## src/rtl/ram_multiport_pkg.sv

```systemverilog
// Shared constants for the multi-port RAM: enable/direction encodings and
// the address-width helper used by the top and the read-port slice.
package ram_multiport_pkg;

    localparam logic ENABLE  = 1'b1;
    localparam logic DISABLE = 1'b0;
    localparam logic READ    = 1'b1;
    localparam logic WRITE   = 1'b0;
    localparam logic LOW     = 1'b0;
    localparam logic HIGH    = 1'b1;

    // A single-word RAM still needs a one-bit address port.
    function automatic int addr_bits(input int depth);
        return (depth > 1) ? $clog2(depth) : 1;
    endfunction

endpackage

```

## src/rtl/ram_multiport_rport.sv

```systemverilog
// One read port: range-checked word mux, plus an optional output register
// that loads only on an enabled read request and otherwise holds.
module ram_multiport_rport
    import ram_multiport_pkg::*;
#(
    parameter int DATA   = 32,
    parameter int DEPTH  = 4,
    parameter int ADDR   = 2,
    parameter int OUTREG = 0
) (
    input  logic                       clk,
    input  logic                       reset,
    input  logic                       rd_en,
    input  logic [ADDR-1:0]            addr,
    input  logic                       addr_ok,
    input  logic [DEPTH-1:0][DATA-1:0] mem,
    output logic [DATA-1:0]            rdata
);

    logic [DATA-1:0] mux_data;
    logic [DATA-1:0] rdata_d;
    logic [DATA-1:0] rdata_q;

    always_comb begin
        mux_data = '0;
        if (addr_ok) begin
            mux_data = mem[addr];
        end
    end

    // mem is the pre-edge array, so a same-cycle write is not seen here (read-first).
    always_comb begin
        rdata_d = rdata_q;
        if (rd_en) begin
            rdata_d = mux_data;
        end
    end

    always_ff @(posedge clk) begin
        if (reset) begin
            rdata_q <= '0;
        end else begin
            rdata_q <= rdata_d;
        end
    end

    generate
        if (OUTREG != 0) begin : g_reg_out
            assign rdata = rdata_q;
        end else begin : g_comb_out
            assign rdata = mux_data;
        end
    endgenerate

endmodule

```

## src/rtl/ram_multiport.sv

```systemverilog
// Flop-based RAM with PORT independent read/write ports over one array.
// Simultaneous writes to one word resolve to the highest-index port.
module ram_multiport
    import ram_multiport_pkg::*;
#(
    parameter int DATA   = 32,
    parameter int DEPTH  = 4,
    parameter int PORT   = 2,
    parameter int OUTREG = 0,
    localparam int ADDR  = addr_bits(DEPTH)
) (
    input  logic                      clk,
    input  logic                      reset,
    input  logic [PORT-1:0]           en,
    input  logic [PORT-1:0]           rw_,
    input  logic [PORT-1:0][ADDR-1:0] addr,
    input  logic [PORT-1:0][DATA-1:0] wdata,
    output logic [PORT-1:0][DATA-1:0] rdata
);

    localparam logic [ADDR:0] DEPTH_W = (ADDR + 1)'(DEPTH);

    logic [DEPTH-1:0][DATA-1:0] mem_d;
    logic [DEPTH-1:0][DATA-1:0] mem_q;
    logic [PORT-1:0]            addr_ok;
    logic [PORT-1:0]            rd_req;

    genvar gi;
    generate
        for (gi = 0; gi < PORT; gi++) begin : g_port_dec
            assign addr_ok[gi] = ({1'b0, addr[gi]} < DEPTH_W);
            assign rd_req[gi]  = (en[gi] == ENABLE) && (rw_[gi] == READ);
        end
    endgenerate

    // Ascending loop: a later (higher) port overwrites an earlier one on the same word.
    always_comb begin
        mem_d = mem_q;
        for (int p = 0; p < PORT; p++) begin
            if ((en[p] == ENABLE) && (rw_[p] == WRITE) && addr_ok[p]) begin
                mem_d[addr[p]] = wdata[p];
            end
        end
    end

    always_ff @(posedge clk) begin
        if (reset) begin
            mem_q <= '0;
        end else begin
            mem_q <= mem_d;
        end
    end

    generate
        for (gi = 0; gi < PORT; gi++) begin : g_rport
            ram_multiport_rport #(
                .DATA   (DATA),
                .DEPTH  (DEPTH),
                .ADDR   (ADDR),
                .OUTREG (OUTREG)
            ) u_rport (
                .clk     (clk),
                .reset   (reset),
                .rd_en   (rd_req[gi]),
                .addr    (addr[gi]),
                .addr_ok (addr_ok[gi]),
                .mem     (mem_q),
                .rdata   (rdata[gi])
            );
        end
    endgenerate

endmodule

```

## config.mk

```make
export PLATFORM = sky130hd
export DESIGN_NAME = ram_multiport
export DESIGN_NICKNAME = d
export VERILOG_FILES = /design/src/rtl/ram_multiport_pkg.sv /design/src/rtl/ram_multiport_rport.sv /design/src/rtl/ram_multiport.sv
export SDC_FILE = /design/constraint.sdc
export NUM_CORES = 1
export LEC_CHECK = 0
export BUFFER_PORTS_ARGS = -buffer_cell sky130_fd_sc_hd__buf_4
export CAP_MARGIN = 20
export CORE_ASPECT_RATIO = 0.75
export CORE_MARGIN = 3
export CORE_UTILIZATION = 34
export DETAILED_ROUTE_END_ITERATION = 12
export HOLD_SLACK_MARGIN = 0.03
export PLACE_DENSITY_LB_ADDON = 0.12
export SETUP_SLACK_MARGIN = 0.5
export SLEW_MARGIN = 20
export SYNTH_ARGS = -nofsm -noshare
export SYNTH_HDL_FRONTEND = slang
export SYNTH_SLANG_ARGS = --single-unit
export TNS_END_PERCENT = 5
```

## constraint.sdc

```tcl
create_clock -name clk -period 2.2 [get_ports clk]
set_input_delay 0.66 -clock clk [delete_from_list [all_inputs] [get_ports clk]]
set_output_delay 0.66 -clock clk [all_outputs]
set_load 0.1 [all_outputs]
```

# Word-level counts from Yosys, hierarchy flattened

Cells that the tools add are included.

Bits in registers: 128
Latch bits: 0
RAM bits: 0
Memory bits (read-only): 0
Bits of input ports: 74
Output and inout bits: 64
Logic and storage cells: 26
Memories kept: 0

Add/subtract/negate cells: 0
Multiply operators: 0
Div/mod/pow operators: 0
Magnitude comparators: 4
Eq/ne operators: 0
Shift operators: 0
Mux-type cells: 12
Bitwise operators: 2
Reductions and logical operators: 4

Operator list:

| cell                                                               | count |
|---|---|
| bitwise mux 128 bit                                                | 2 |
| 2-to-1 mux 128 bit                                                 | 2 |
| binary-select mux 32 bit (select 2 bit)                            | 2 |
| demux 32 bit (select 2 bit)                                        | 2 |
| 2-to-1 mux 32 bit                                                  | 4 |
| less-than comparator 2 x 3 -> 1 bit (second input constant)        | 2 |
| greater-or-equal comparator 2 x 1 -> 1 bit (second input constant) | 2 |
| logical AND 1 bit                                                  | 4 |
| inverter 1 bit                                                     | 2 |

# Depth between registers and ports, before layout

Gate-level depths: netlist (run 1).

Word-level depth: 8
Gate-level depth with buffers: 6
Depth with buffers taken out: 3

# Hierarchy

A second synthesis (run 1) with hierarchy kept.

Cells, all modules: 949
Area, all modules: 8015.2 µm²

Modules (own cells, without submodules):

| module              | times used | cells an instance | area an instance (µm²) | seq. area each (µm²) |
|---|---|---|---|---|
| ram_multiport       | 1          | 727               | 6010.8                 | 2562.5 |
| ram_multiport_rport | 2          | 111               | 1002.2                 | 0.0 |

# Least setup slack after synthesis (run 1)

Ideal clock, no wire load.

Kind: input to output
Start point: input port addr[0] (netlist name)
End point: output port rdata[0] (netlist name)
Arrival time: 1.920 ns
Required time: 1.540 ns
Setup slack: -0.380 ns
Stages: 3
Path buffers: 2
Path through: buf_4 > buf_2 > mux4_2

RTL lines:

| element         | RTL line            | text |
|---|---|---|
| start, declared | ram_multiport.sv:16 | `input logic [PORT-1:0][ADDR-1:0] addr,` |
| end, declared   | ram_multiport.sv:18 | `output logic [PORT-1:0][DATA-1:0] rdata` |

==> flow_summary.rst, run 1 <==
.. list-table::
   :header-rows: 1

   * - Metric
     - Value
   * - Result of the run
     - finished with violations
   * - Failing checks
     - setup timing
   * - Ratio of cells with drive above 1 in the final layout
     - ~43%
   * - Number of nets in the layout
     - around 1000
   * - Overall fraction of global-route tracks in use
     - between 20% and 30%
   * - Area share of the largest cell type after synthesis
     - about a third
   * - H-tree Lvls
     - 4
   * - Net Count, Synth
     - around 900
   * - Area of the mapped netlist
     - between 0.007 and 0.008 sq mm
   * - Hold Path Class
     - flop to flop
   * - Overall power
     - 6.96 mW
   * - Post-CTS repair timing setup buffer count
     - 0
   * - Area overhead of the layout relative to synthesis
     - 42.8%
   * - Share of the yosys chip area belonging to registers
     - 34.9%
   * - Fmax
     - 0.421 GHz
   * - Number of endpoints with negative hold slack in the final report
     - 0
   * - Post-synth top area cell
     - sky130_fd_sc_hd__dfxtp_1
   * - Placement Rows
     - 45
   * - Residual DRC count
     - 0
   * - Time the final worst path needs with I/O delays and setup
     - about 2.4 ns
   * - End point of the most critical hold path
     - mem_q[77]
   * - Clock network latency to the later pin of the worst-skew pair
     - approximately 0.4 ns
   * - Largest registers
     - mem_q x128
   * - Number of antenna cells inserted
     - 0
   * - Die boundary width
     - between 150 and 200 um
   * - Pin slew with the least headroom to its limit
     - roughly 0.37 ns
   * - Static leakage
     - ~3.7 nW
   * - Endpoint class of the critical path
     - output port
   * - Launching point of the worst reg2reg path
     - mem_q[66]
   * - Ports placed on the boundary
     - approximately 140
   * - P per Cell Area
     - roughly 660 mW/mm^2
   * - Worst-case register-to-register setup slack
     - approximately 1.4 ns
   * - Number of antenna violations at the first check in global routing
     - 0
   * - Number of distinct library cell variants in the gate-level netlist after synthesis
     - 19
   * - CTS Buffer Depth
     - 2
   * - Overall routed net length
     - around 26 mm
   * - GP Congestion
     - ~0.77
   * - Worst setup path class
     - input pin to output port
   * - Setup repair after global routing missed its margin
     - yes
   * - Count of synthesis-stage warnings from yosys
     - 0
   * - Crit Reg-Reg Endpoint
     - mem_q[66]
   * - Pin count of the biggest net entering global routing
     - 65
   * - Data arrival at the endpoint of the critical path
     - approximately 1.7 ns
   * - WP buf/inv
     - 3
   * - Placeable core region
     - about 0.021 sq mm
   * - Via count
     - 6881
   * - Worst path most repeated cell
     - sky130_fd_sc_hd__buf_12
   * - Startpoint class of the critical path
     - input pin
   * - Top cells by area, synth
     - sky130_fd_sc_hd__dfxtp_1, sky130_fd_sc_hd__mux4_2, sky130_fd_sc_hd__nand2_1
   * - Gate count of the mapped netlist
     - roughly 800
   * - Buffer cell driving the clock tree root
     - sky130_fd_sc_hd__clkbuf_16
   * - Setup Skew
     - 0 ns
   * - Ordered cell list for the critical path
     - buf_16, buf_12, mux4_2, buf_12
   * - Die Y
     - between 100 and 150 um
   * - #FFs+latches synth
     - around 130
   * - Number of clock buffers inserted by TritonCTS
     - 17
   * - Clock transition at path regs
     - approximately 0.050 ns
   * - Initial DRC Count
     - roughly 570
   * - Critical Path RT
     - about 1.5 ns
   * - Mean post-synth cell area
     - 9.14 sq um
   * - Number of routed nets with antenna violations
     - 0
   * - Number of cells on the worst hold path
     - 2
   * - Final setup fails
     - between 60 and 70
   * - Mean routed wirelength per cell
     - 21.4 um
   * - Register with the highest flop count
     - mem_q
   * - Global-route congestion overflow total
     - 0
   * - Via density
     - roughly 5.6
   * - Initial cell density of the core
     - a little over a third
   * - Setup total negative slack
     - -8.29 ns
   * - Period Utilization, post-route
     - 108%
   * - Fin. max-slew vios
     - 0
   * - Vias in the first global route
     - roughly 6600
   * - # Max-Cap Violations
     - 0
   * - CTS tree
     - done
   * - Post-route worst setup slack
     - -0.176 ns
   * - Crit-path leading delay family
     - multiplexers
   * - Flip-flop count of the largest register after layout
     - ~130
   * - Number of clock sinks seen by CTS
     - between 100 and 150
   * - Die outline area
     - between 0.02 and 0.025 sq mm
   * - Startpoint of the worst hold path
     - mem_q[77]
   * - Maximum fanout encountered on the critical timing path
     - 7
   * - Number of cells traversed by the worst register-to-register path
     - 2
   * - Placed wire-length estimate after detailed placement
     - 16.9 mm
   * - Cell with the biggest individual delay on the critical path
     - sky130_fd_sc_hd__mux4_2
   * - TritonRoute pass-1 iters
     - 5
   * - Largest incremental delay on the critical path
     - between 0.5 and 0.6 ns
   * - Wire length of the first global-routing pass
     - between 30 and 40 mm
   * - Count of buffers inserted at the top-level ports
     - approximately 140
   * - Worst IR drop on VDD
     - around 0.50 mV
   * - Worst setup path start
     - addr[2]
   * - Most common cell after layout, fill and taps aside
     - sky130_fd_sc_hd__nand2_1
   * - Slew Limit Headroom
     - between 70% and 80%
   * - Most frequent cells in the layout
     - sky130_fd_sc_hd__nand2_1, sky130_fd_sc_hd__dfxtp_1, sky130_fd_sc_hd__nor2_1
[cells by family after synthesis]
logic type | Yosys count | share of synthesized area, %
flops | 128 | 34.9
compound gates | 128 | 18.0
simple gates | 396 | 21.5
buf+inv | 88 | 5.98
mux | 64 | 19.6
[power by group]
group	switching, mW	internal [mW]	leakage (nW)
logic	1.07	0.624	2.36
registers	0.0927	2.44	1.04
clock network	1.07	1.67	0.279
[worst max-delay path by stage]
stage | endpoint | slack (ns) | cells past startpoint
6_report | rdata[63] | -0.18 | 4
5_1_grt | rdata[63] | -0.19 | 4
4_1_cts | rdata[63] | -0.17 | 4
3_5_place_dp | rdata[31] | -0.29 | 3
3_3_place_gp | rdata[31] | -0.30 | 3
2_1_floorplan | rdata[0] | -0.15 | 3
[what timing repair did]
item / 4_1_cts / 5_1_grt
endpoints found under the setup margin: 192 / 146
hold buffers: 0 / 0
pin swaps: 38 / 72
resized for setup: 152 / 58
gates cloned: 4 / 0
[layout make-up]
type | instances | area (sq um)
clock buffer | 23 | 488
timing repair buffer | 189 | 2160
clock inverter | 9 | 82.6
multi-input combinational | 588 | 4840
sequential | 128 | 2560
fill | 1935 | 10200
tap | 282 | 353
[stage by stage]
step | utilization, % | cell area, sq um | instances | hold WS [ns] | worst slack [ns]
finish | 50.6 | 10500 | 1219 | 0.490 | -0.176
global route | 50.6 | 10500 | 1219 | 0.508 | -0.194
CTS | 49.3 | 10200 | 1219 | 0.492 | -0.175
detailed placement | 43.3 | 8970 | 1183 | 0.484 | -0.288
global placement | 43.3 | 8970 | 1183 | 0.477 | -0.300
floorplan | - | 7460 | 804 | 0.461 | -0.152
[synth_stat cells]
cell and count:
sky130_fd_sc_hd__nand4bb_1 4, sky130_fd_sc_hd__dfxtp_1 128, sky130_fd_sc_hd__nor4b_4 1, sky130_fd_sc_hd__buf_2 26, sky130_fd_sc_hd__or4b_1 1, sky130_fd_sc_hd__mux4_2 64, sky130_fd_sc_hd__and4b_1 1, sky130_fd_sc_hd__nor4bb_1 2
sky130_fd_sc_hd__nand4b_1 2, sky130_fd_sc_hd__clkbuf_1 40, sky130_fd_sc_hd__buf_4 8, sky130_fd_sc_hd__clkbuf_2 1, sky130_fd_sc_hd__nor2_1 128, sky130_fd_sc_hd__buf_6 6, sky130_fd_sc_hd__or4b_4 1, sky130_fd_sc_hd__a311oi_2 32
sky130_fd_sc_hd__buf_1 7, sky130_fd_sc_hd__nand2_1 256, sky130_fd_sc_hd__a311oi_1 96
[metal layers]
layer	wire, um	GRT usage [%]	up-vias	share of wire, %
met4	204	4.57	0	0.78
met1	12400	32.4	3428	48
met2	11800	33.1	237	45
met3	1690	4.50	17	6.5
li1	-	-	3199	-
met5	0	0	-	0
[tightest hold or removal path, delay by kind of cell, from the launching register on]
family | cells | cell delay [ns]
flops | 1 | 0.31
compound gates | 1 | 0.07
simple gates | 1 | 0.06
(Power assumes the default switching activity.)
==> run 2: changes to the inputs <==
- clock period: 2.2 -> 2.95 ns (I/O delays scaled with it)
==> flow_summary.rst, run 2 (synthesis results as in run 1) <==
.. list-table::
   :header-rows: 1

   * - Metric
     - Value
   * - Number of routed nets with antenna violations
     - 0 (unchanged)
   * - Die boundary width
     - 176 um (unchanged)
   * - Setup slack at placement
     - 0.0495 ns (was -0.288 ns)
   * - Worst IR drop on VDD
     - 0.396 mV (was 0.504 mV)
   * - Wire length of the first global-routing pass
     - 39.8 mm (was 39.7 mm)
   * - Ratio of cells with drive above 1 in the final layout
     - 34.4% (was 42.9%)
   * - Data arrival at the endpoint of the critical path
     - 1.92 ns (was 1.72 ns)
   * - Startpoint class of the critical path
     - input pin (unchanged)
   * - Via count
     - 6952 (was 6881)
   * - GP Congestion
     - 0.781 (was 0.765)
   * - Ports placed on the boundary
     - 138 (unchanged)
   * - Worst setup path class
     - input pin to output port (unchanged)
   * - Hold Path Class
     - flop to flop (unchanged)
   * - Fin util
     - 48.0% (was 50.6%)
   * - Number of antenna cells inserted
     - 0 (unchanged)
   * - Post-route worst setup slack
     - 0.149 ns (was -0.176 ns)
   * - Placed wire-length estimate after detailed placement
     - 16.6 mm (was 16.9 mm)
   * - Crit Reg-Reg Endpoint
     - mem_q[47] (was mem_q[66])
   * - Most frequent cells in the layout
     - sky130_fd_sc_hd__nand2_1, sky130_fd_sc_hd__nor2_1, sky130_fd_sc_hd__dfxtp_1 (was sky130_fd_sc_hd__nand2_1, sky130_fd_sc_hd__dfxtp_1, sky130_fd_sc_hd__nor2_1)
   * - Crit path to
     - rdata[17] (was rdata[63])
   * - Overall fraction of global-route tracks in use
     - 21.9% (about the same)
   * - Area overhead of the layout relative to synthesis
     - 35.3% (was 42.8%)
   * - Setup total negative slack
     - 0 ns (was -8.29 ns)
   * - Number of antenna violations at the first check in global routing
     - 0 (unchanged)
   * - Global-route congestion overflow total
     - 0 (unchanged)
   * - P per Cell Area
     - 537 mW/mm^2 (was 664 mW/mm^2)
   * - Placeable core region
     - 0.0207 sq mm (unchanged)
   * - Time the final worst path needs with I/O delays and setup
     - between 2 and 3 ns
   * - Flip-flop count of the largest register after layout
     - 128 (unchanged)
   * - Register with the highest flop count
     - mem_q (unchanged)
   * - Vias in the first global route
     - 6538 (was 6588)
   * - Clock network latency to the later pin of the worst-skew pair
     - 0.41 ns (about the same)
   * - Largest registers
     - mem_q x128 (unchanged)
   * - Via density
     - 5.72 (was 5.64)
   * - Number of clock sinks seen by CTS
     - 128 (unchanged)
   * - Number of fill cells
     - 1988 (was 1935)
   * - Buffer cell driving the clock tree root
     - sky130_fd_sc_hd__clkbuf_16 (unchanged)
   * - Initial DRC Count
     - 666 (was 574)
   * - Pin count of the biggest net entering global routing
     - 55 (was 65)
   * - Clock transition at path regs
     - 0.06 ns (was 0.05 ns)
   * - Crit-path leading delay family
     - multiplexers (unchanged)
   * - CTS tree
     - done (unchanged)
   * - Worst-case register-to-register setup slack
     - 2.11 ns (was 1.36 ns)
   * - WP buf/inv
     - 3 (unchanged)
   * - Period Utilization, post-route
     - between 90% and 100%
   * - Fmax
     - 0.357 GHz
   * - Worst setup path start
     - addr[0] (was addr[2])
   * - Final instance area
     - 0.00994 sq mm (was 0.0105 sq mm)
   * - Number of cells on the worst hold path
     - 2 (unchanged)
   * - Number of placed cells counting well taps
     - 1177 (was 1183)
   * - # Max-Cap Violations
     - 0 (unchanged)
   * - TritonRoute pass-1 iters
     - 5 (unchanged)
   * - Result of the run
     - complete, no violations (was finished with violations)
   * - Initial cell density of the core
     - 35.5% (unchanged)
   * - Footprint of the multi-input gates
     - 0.00442 sq mm (was 0.00484 sq mm)
   * - Number of clock buffers inserted by TritonCTS
     - 17 (unchanged)
   * - Path length in cells of the critical path
     - 4 (unchanged)
   * - Storage element area
     - 0.00256 sq mm (unchanged)
   * - Slew Limit Headroom
     - 57.8% (was 75.5%)
   * - Setup repair after global routing missed its margin
     - yes (unchanged)
   * - Static leakage
     - 3.58 nW (was 3.68 nW)
   * - Fin. max-slew vios
     - 0 (unchanged)
   * - Placement Rows
     - 45 (unchanged)
   * - Number of nets in the layout
     - 994 (was 998)
   * - Count of buffers inserted at the top-level ports
     - 137 (unchanged)
   * - Worst path most repeated cell
     - sky130_fd_sc_hd__buf_12 (unchanged)
   * - Placement-stage cell area
     - 0.00885 sq mm (was 0.00897 sq mm)
   * - Mean routed wirelength per cell
     - 21.1 um (was 21.4 um)
   * - H-tree Lvls
     - 4 (unchanged)
   * - Maximum fanout encountered on the critical timing path
     - 8 (was 7)
   * - Number of cells traversed by the worst register-to-register path
     - 2 (unchanged)
   * - Post-CTS Hold Buffers
     - 0 (unchanged)
   * - Ordered cell list for the critical path
     - buf_16, buf_12, mux4_2, buf_12 (unchanged)
   * - Number of endpoints with negative hold slack in the final report
     - 0 (unchanged)
   * - CTS Buffer Depth
     - 2 (unchanged)
   * - Final setup fails
     - 0 (was 64)
   * - Die outline area
     - 0.0234 sq mm (unchanged)
   * - Launching point of the worst reg2reg path
     - mem_q[47] (was mem_q[66])
   * - Critical Path RT
     - 2.07 ns (was 1.54 ns)
   * - Residual DRC count
     - 0 (unchanged)
   * - Overall routed net length
     - 25.6 mm (was 26.0 mm)
   * - Setup Skew
     - 0 ns (unchanged)
   * - Most common cell after layout, fill and taps aside
     - sky130_fd_sc_hd__nand2_1 (unchanged)
   * - Endpoint class of the critical path
     - output port (unchanged)
   * - Largest incremental delay on the critical path
     - 0.55 ns (was 0.56 ns)
   * - Die Y
     - 133 um (unchanged)
   * - Pin slew with the least headroom to its limit
     - 0.633 ns (was 0.366 ns)
   * - Cell with the biggest individual delay on the critical path
     - sky130_fd_sc_hd__mux4_2 (unchanged)
   * - Non-filler cells in the finished layout
     - 1215 (was 1219)
-- run 2: worst min path at each step --
stage,start,end,slack [ns]
3_3_place_gp,mem_q[73],mem_q[73],0.48
5_1_grt,mem_q[58],mem_q[58],0.51
4_1_cts,mem_q[108],mem_q[108],0.50
2_1_floorplan,mem_q[94],mem_q[94],0.46
3_5_place_dp,mem_q[53],mem_q[53],0.48
6_report,mem_q[58],mem_q[58],0.50
-- run 2: routing by layer --
metal,global-route usage [%],wire length [um],vias up
met5,0,0,-
met4,4.35,202,0
met3,5.73,1970,16
met2,32.2,11300,300
met1,32.4,12100,3433
li1,-,-,3203
-- run 2: area by class of cell --
class	instances	area share, %
tap	282	3.55
timing repair buffer	185	19.9
multi-input combinational	588	44.5
sequential	128	25.8
clock buffer	21	4.63
clock inverter	11	1.62
-- run 2: repair_timing --
action / CTS / global route
cloned: 2 / 2
gates resized for setup: 74 / 16
setup endpoints to repair: 64 / 64
buffers inserted: 2 / 0
-- run 2: power by group --
part	switching [mW]	total, mW	internal (mW)	leakage [nW]
clock network	0.798	2.25	1.45	0.307
logic	0.761	1.20	0.438	2.23
registers	0.0715	1.89	1.82	1.04
total	1.63	5.34	3.71	3.58
-- run 2: worst min-delay path, delay by kind of cell (launching register included) --
family	cells	cell delay (ns)
AO/OA/AOI/OAI	1	0.07
flip-flops	1	0.32
AND/OR/NAND/NOR	1	0.06
-- run 2: stage by stage --
stage	hold WS, ns	power, mW
floorplan	0.461	2.69
global placement	0.483	3.03
detailed placement	0.484	3.04
CTS	0.497	5.36
global route	0.512	5.52
finish	0.497	5.34
==> run 3: changes to the inputs <==
--- a/config.mk
+++ b/config.mk
@@ -7,3 +7,3 @@
 export LEC_CHECK = 0
-export BUFFER_PORTS_ARGS = -buffer_cell sky130_fd_sc_hd__buf_4
+export BUFFER_PORTS_ARGS = -buffer_cell sky130_fd_sc_hd__buf_2
 export CAP_MARGIN = 20
--- a/constraint.sdc
+++ b/constraint.sdc
@@ -3,2 +3,2 @@
 set_output_delay 0.885 -clock clk [all_outputs]
-set_load 0.1 [all_outputs]
+set_load 0.01 [all_outputs]
==> flow_summary.rst, run 3 (synthesis results as in run 1) <==
.. list-table::
   :header-rows: 1

   * - Metric
     - Value
   * - Mean routed wirelength per cell
     - 21.1 um (about the same)
   * - Placed wire-length estimate after detailed placement
     - 16.9 mm (was 16.6 mm)
   * - Worst IR drop on VDD
     - 0.317 mV (was 0.396 mV)
   * - Setup total negative slack
     - 0 ns (unchanged)
   * - Flip-flop count of the largest register after layout
     - 128 (unchanged)
   * - Final instance area
     - 0.00933 sq mm (was 0.00994 sq mm)
   * - Footprint of the multi-input gates
     - 0.00442 sq mm (about the same)
   * - Final setup fails
     - 0 (unchanged)
   * - Area overhead of the layout relative to synthesis
     - 27.0% (was 35.3%)
   * - Count of buffers inserted at the top-level ports
     - 137 (unchanged)
   * - Largest registers
     - mem_q x128 (unchanged)
   * - Startpoint class of the critical path
     - input pin (unchanged)
   * - Result of the run
     - complete, no violations (unchanged)
   * - Via count
     - 6843 (was 6952)
   * - Number of clock buffers inserted by TritonCTS
     - 17 (unchanged)
   * - # Max-Cap Violations
     - 0 (unchanged)
   * - Ports placed on the boundary
     - 138 (unchanged)
   * - Endpoint class of the critical path
     - output port (unchanged)
   * - Critical Path RT
     - 2.07 ns (about the same)
   * - Pin slew with the least headroom to its limit
     - 0.482 ns (was 0.633 ns)
   * - CTS Buffer Depth
     - 2 (unchanged)
   * - Time the final worst path needs with I/O delays and setup
     - 2.77 ns (was 2.80 ns)
   * - TritonRoute pass-1 iters
     - 5 (unchanged)
   * - Hold Path Class
     - flop to flop (unchanged)
   * - Slew Limit Headroom
     - 67.9% (was 57.8%)
   * - Number of cells on the worst hold path
     - 2 (unchanged)
   * - Global-route congestion overflow total
     - 0 (unchanged)
   * - Fin. max-slew vios
     - 0 (unchanged)
   * - Number of routed nets with antenna violations
     - 0 (unchanged)
   * - Startpoint of the worst hold path
     - mem_q[85] (was mem_q[58])
   * - Pin count of the biggest net entering global routing
     - 53 (was 55)
   * - Number of fill cells
     - 2035 (was 1988)
   * - Most common cell after layout, fill and taps aside
     - sky130_fd_sc_hd__nand2_1 (unchanged)
   * - Placeable core region
     - 0.0207 sq mm (unchanged)
   * - Worst setup path class
     - input pin to output port (unchanged)
   * - Worst-case register-to-register setup slack
     - 2.10 ns (was 2.11 ns)
   * - Placement Rows
     - 45 (unchanged)
   * - P per Cell Area
     - 528 mW/mm^2 (was 537 mW/mm^2)
   * - Fmax
     - 0.361 GHz (was 0.357 GHz)
   * - Die Y
     - 133 um (unchanged)
   * - Buffer cell driving the clock tree root
     - sky130_fd_sc_hd__clkbuf_16 (unchanged)
   * - Static leakage
     - 3.44 nW (was 3.58 nW)
   * - Clock transition at path regs
     - 0.06 ns (about the same)
   * - Die outline area
     - 0.0234 sq mm (unchanged)
   * - Ratio of cells with drive above 1 in the final layout
     - 33.9% (was 34.4%)
   * - Setup repair after global routing missed its margin
     - yes (unchanged)
   * - Number of endpoints with negative hold slack in the final report
     - 0 (unchanged)
   * - Number of cells traversed by the worst register-to-register path
     - 2 (unchanged)
   * - End point of the most critical hold path
     - mem_q[85] (was mem_q[58])
   * - Maximum fanout encountered on the critical timing path
     - 7 (was 8)
   * - CTS tree
     - done (unchanged)
   * - Storage element area
     - 0.00256 sq mm (unchanged)
   * - Period Utilization, post-route
     - 94.0% (was 95.0%)
   * - Wire length of the first global-routing pass
     - 39.7 mm (was 39.8 mm)
   * - Initial cell density of the core
     - 35.5% (unchanged)
   * - Most frequent cells in the layout
     - sky130_fd_sc_hd__nand2_1, sky130_fd_sc_hd__buf_2, sky130_fd_sc_hd__nor2_1, sky130_fd_sc_hd__dfxtp_1, sky130_fd_sc_hd__a311oi_1 (was sky130_fd_sc_hd__nand2_1, sky130_fd_sc_hd__nor2_1, sky130_fd_sc_hd__dfxtp_1)
   * - Vias in the first global route
     - 6557 (was 6538)
   * - Clock network latency to the later pin of the worst-skew pair
     - 0.41 ns (about the same)
   * - Initial DRC Count
     - 743 (was 666)
   * - Residual DRC count
     - 0 (unchanged)
   * - Crit Reg-Reg Endpoint
     - mem_q[126] (was mem_q[47])
   * - Number of antenna violations at the first check in global routing
     - 2 (was 0)
   * - GP Congestion
     - 0.763 (was 0.781)
   * - Overall routed net length
     - 25.5 mm (was 25.6 mm)
   * - Register with the highest flop count
     - mem_q (unchanged)
   * - Data arrival at the endpoint of the critical path
     - 1.89 ns (was 1.92 ns)
   * - Launching point of the worst reg2reg path
     - mem_q[126] (was mem_q[47])
   * - Number of nets in the layout
     - 988 (was 994)
   * - Overall fraction of global-route tracks in use
     - 21.9% (about the same)
   * - H-tree Lvls
     - 4 (unchanged)
   * - Placement-stage cell area
     - 0.00850 sq mm (was 0.00885 sq mm)
   * - Fin util
     - 45.0% (was 48.0%)
   * - Via density
     - 5.66 (was 5.72)
   * - Number of clock sinks seen by CTS
     - 128 (unchanged)
   * - Die boundary width
     - 176 um (unchanged)
   * - Setup Skew
     - 0 ns (unchanged)
## run 3: how the worst max path moves through the flow
stage / startpoint / endpoint / slack [ns] / depth (start not counted)
after floorplan: addr[0] / rdata[0] / 0.39 / 3
after global placement: addr[0] / rdata[31] / 0.06 / 4
after detailed placement: addr[0] / rdata[31] / 0.06 / 4
final: addr[2] / rdata[63] / 0.18 / 4
after global routing: addr[2] / rdata[63] / 0.15 / 4
after CTS: addr[2] / rdata[63] / 0.18 / 4
## run 3: critical path, cell delays in order
cell                     delay, ns
sky130_fd_sc_hd__buf_12       0.13
sky130_fd_sc_hd__buf_12       0.16
sky130_fd_sc_hd__mux4_2       0.56
sky130_fd_sc_hd__buf_6        0.15
## run 3: per-stage QoR
step                      total power, mW  cells  setup slack (ns)  hold WS [ns]
after floorplan                      2.31    804             0.392         0.461
after global placement               2.59   1172            0.0570         0.487
after detailed placement             2.59   1172            0.0607         0.483
after CTS                            4.96   1208             0.179         0.495
after global routing                 5.11   1210             0.152         0.511
final                                4.93   1210             0.176         0.495
## run 3: cell type report
class                      instances  share of cell area [%]
multi-input combinational        588                    47.3
tap                              282                    3.78
sequential                       128                    27.5
clock buffer                      18                    4.71
antenna                            2                  0.0536
timing repair buffer             179                    14.4
clock inverter                    13                    2.28
## run 3: what timing repair did
action                     in CTS  in global routing
buffers inserted                1                  0
resized for setup              15                  1
gates cloned                    4                  0
hold buffers                    0                  0
setup endpoints to repair      64                 64
## run 3: layer usage
metal / track usage [%] / wire length [um] / up-vias
met5: 0 / 0 / -
li1: - / - / 3192
met2: 32.0 / 11000 / 266
met3: 3.87 / 1740 / 20
met1: 33.3 / 12400 / 3365
met4: 5.58 / 294 / 0
## run 3: power breakdown
group          leakage, nW  switching (mW)  internal [mW]
combinational         2.09           0.373          0.332
clock                0.308           0.817           1.52
sequential            1.04          0.0704           1.82
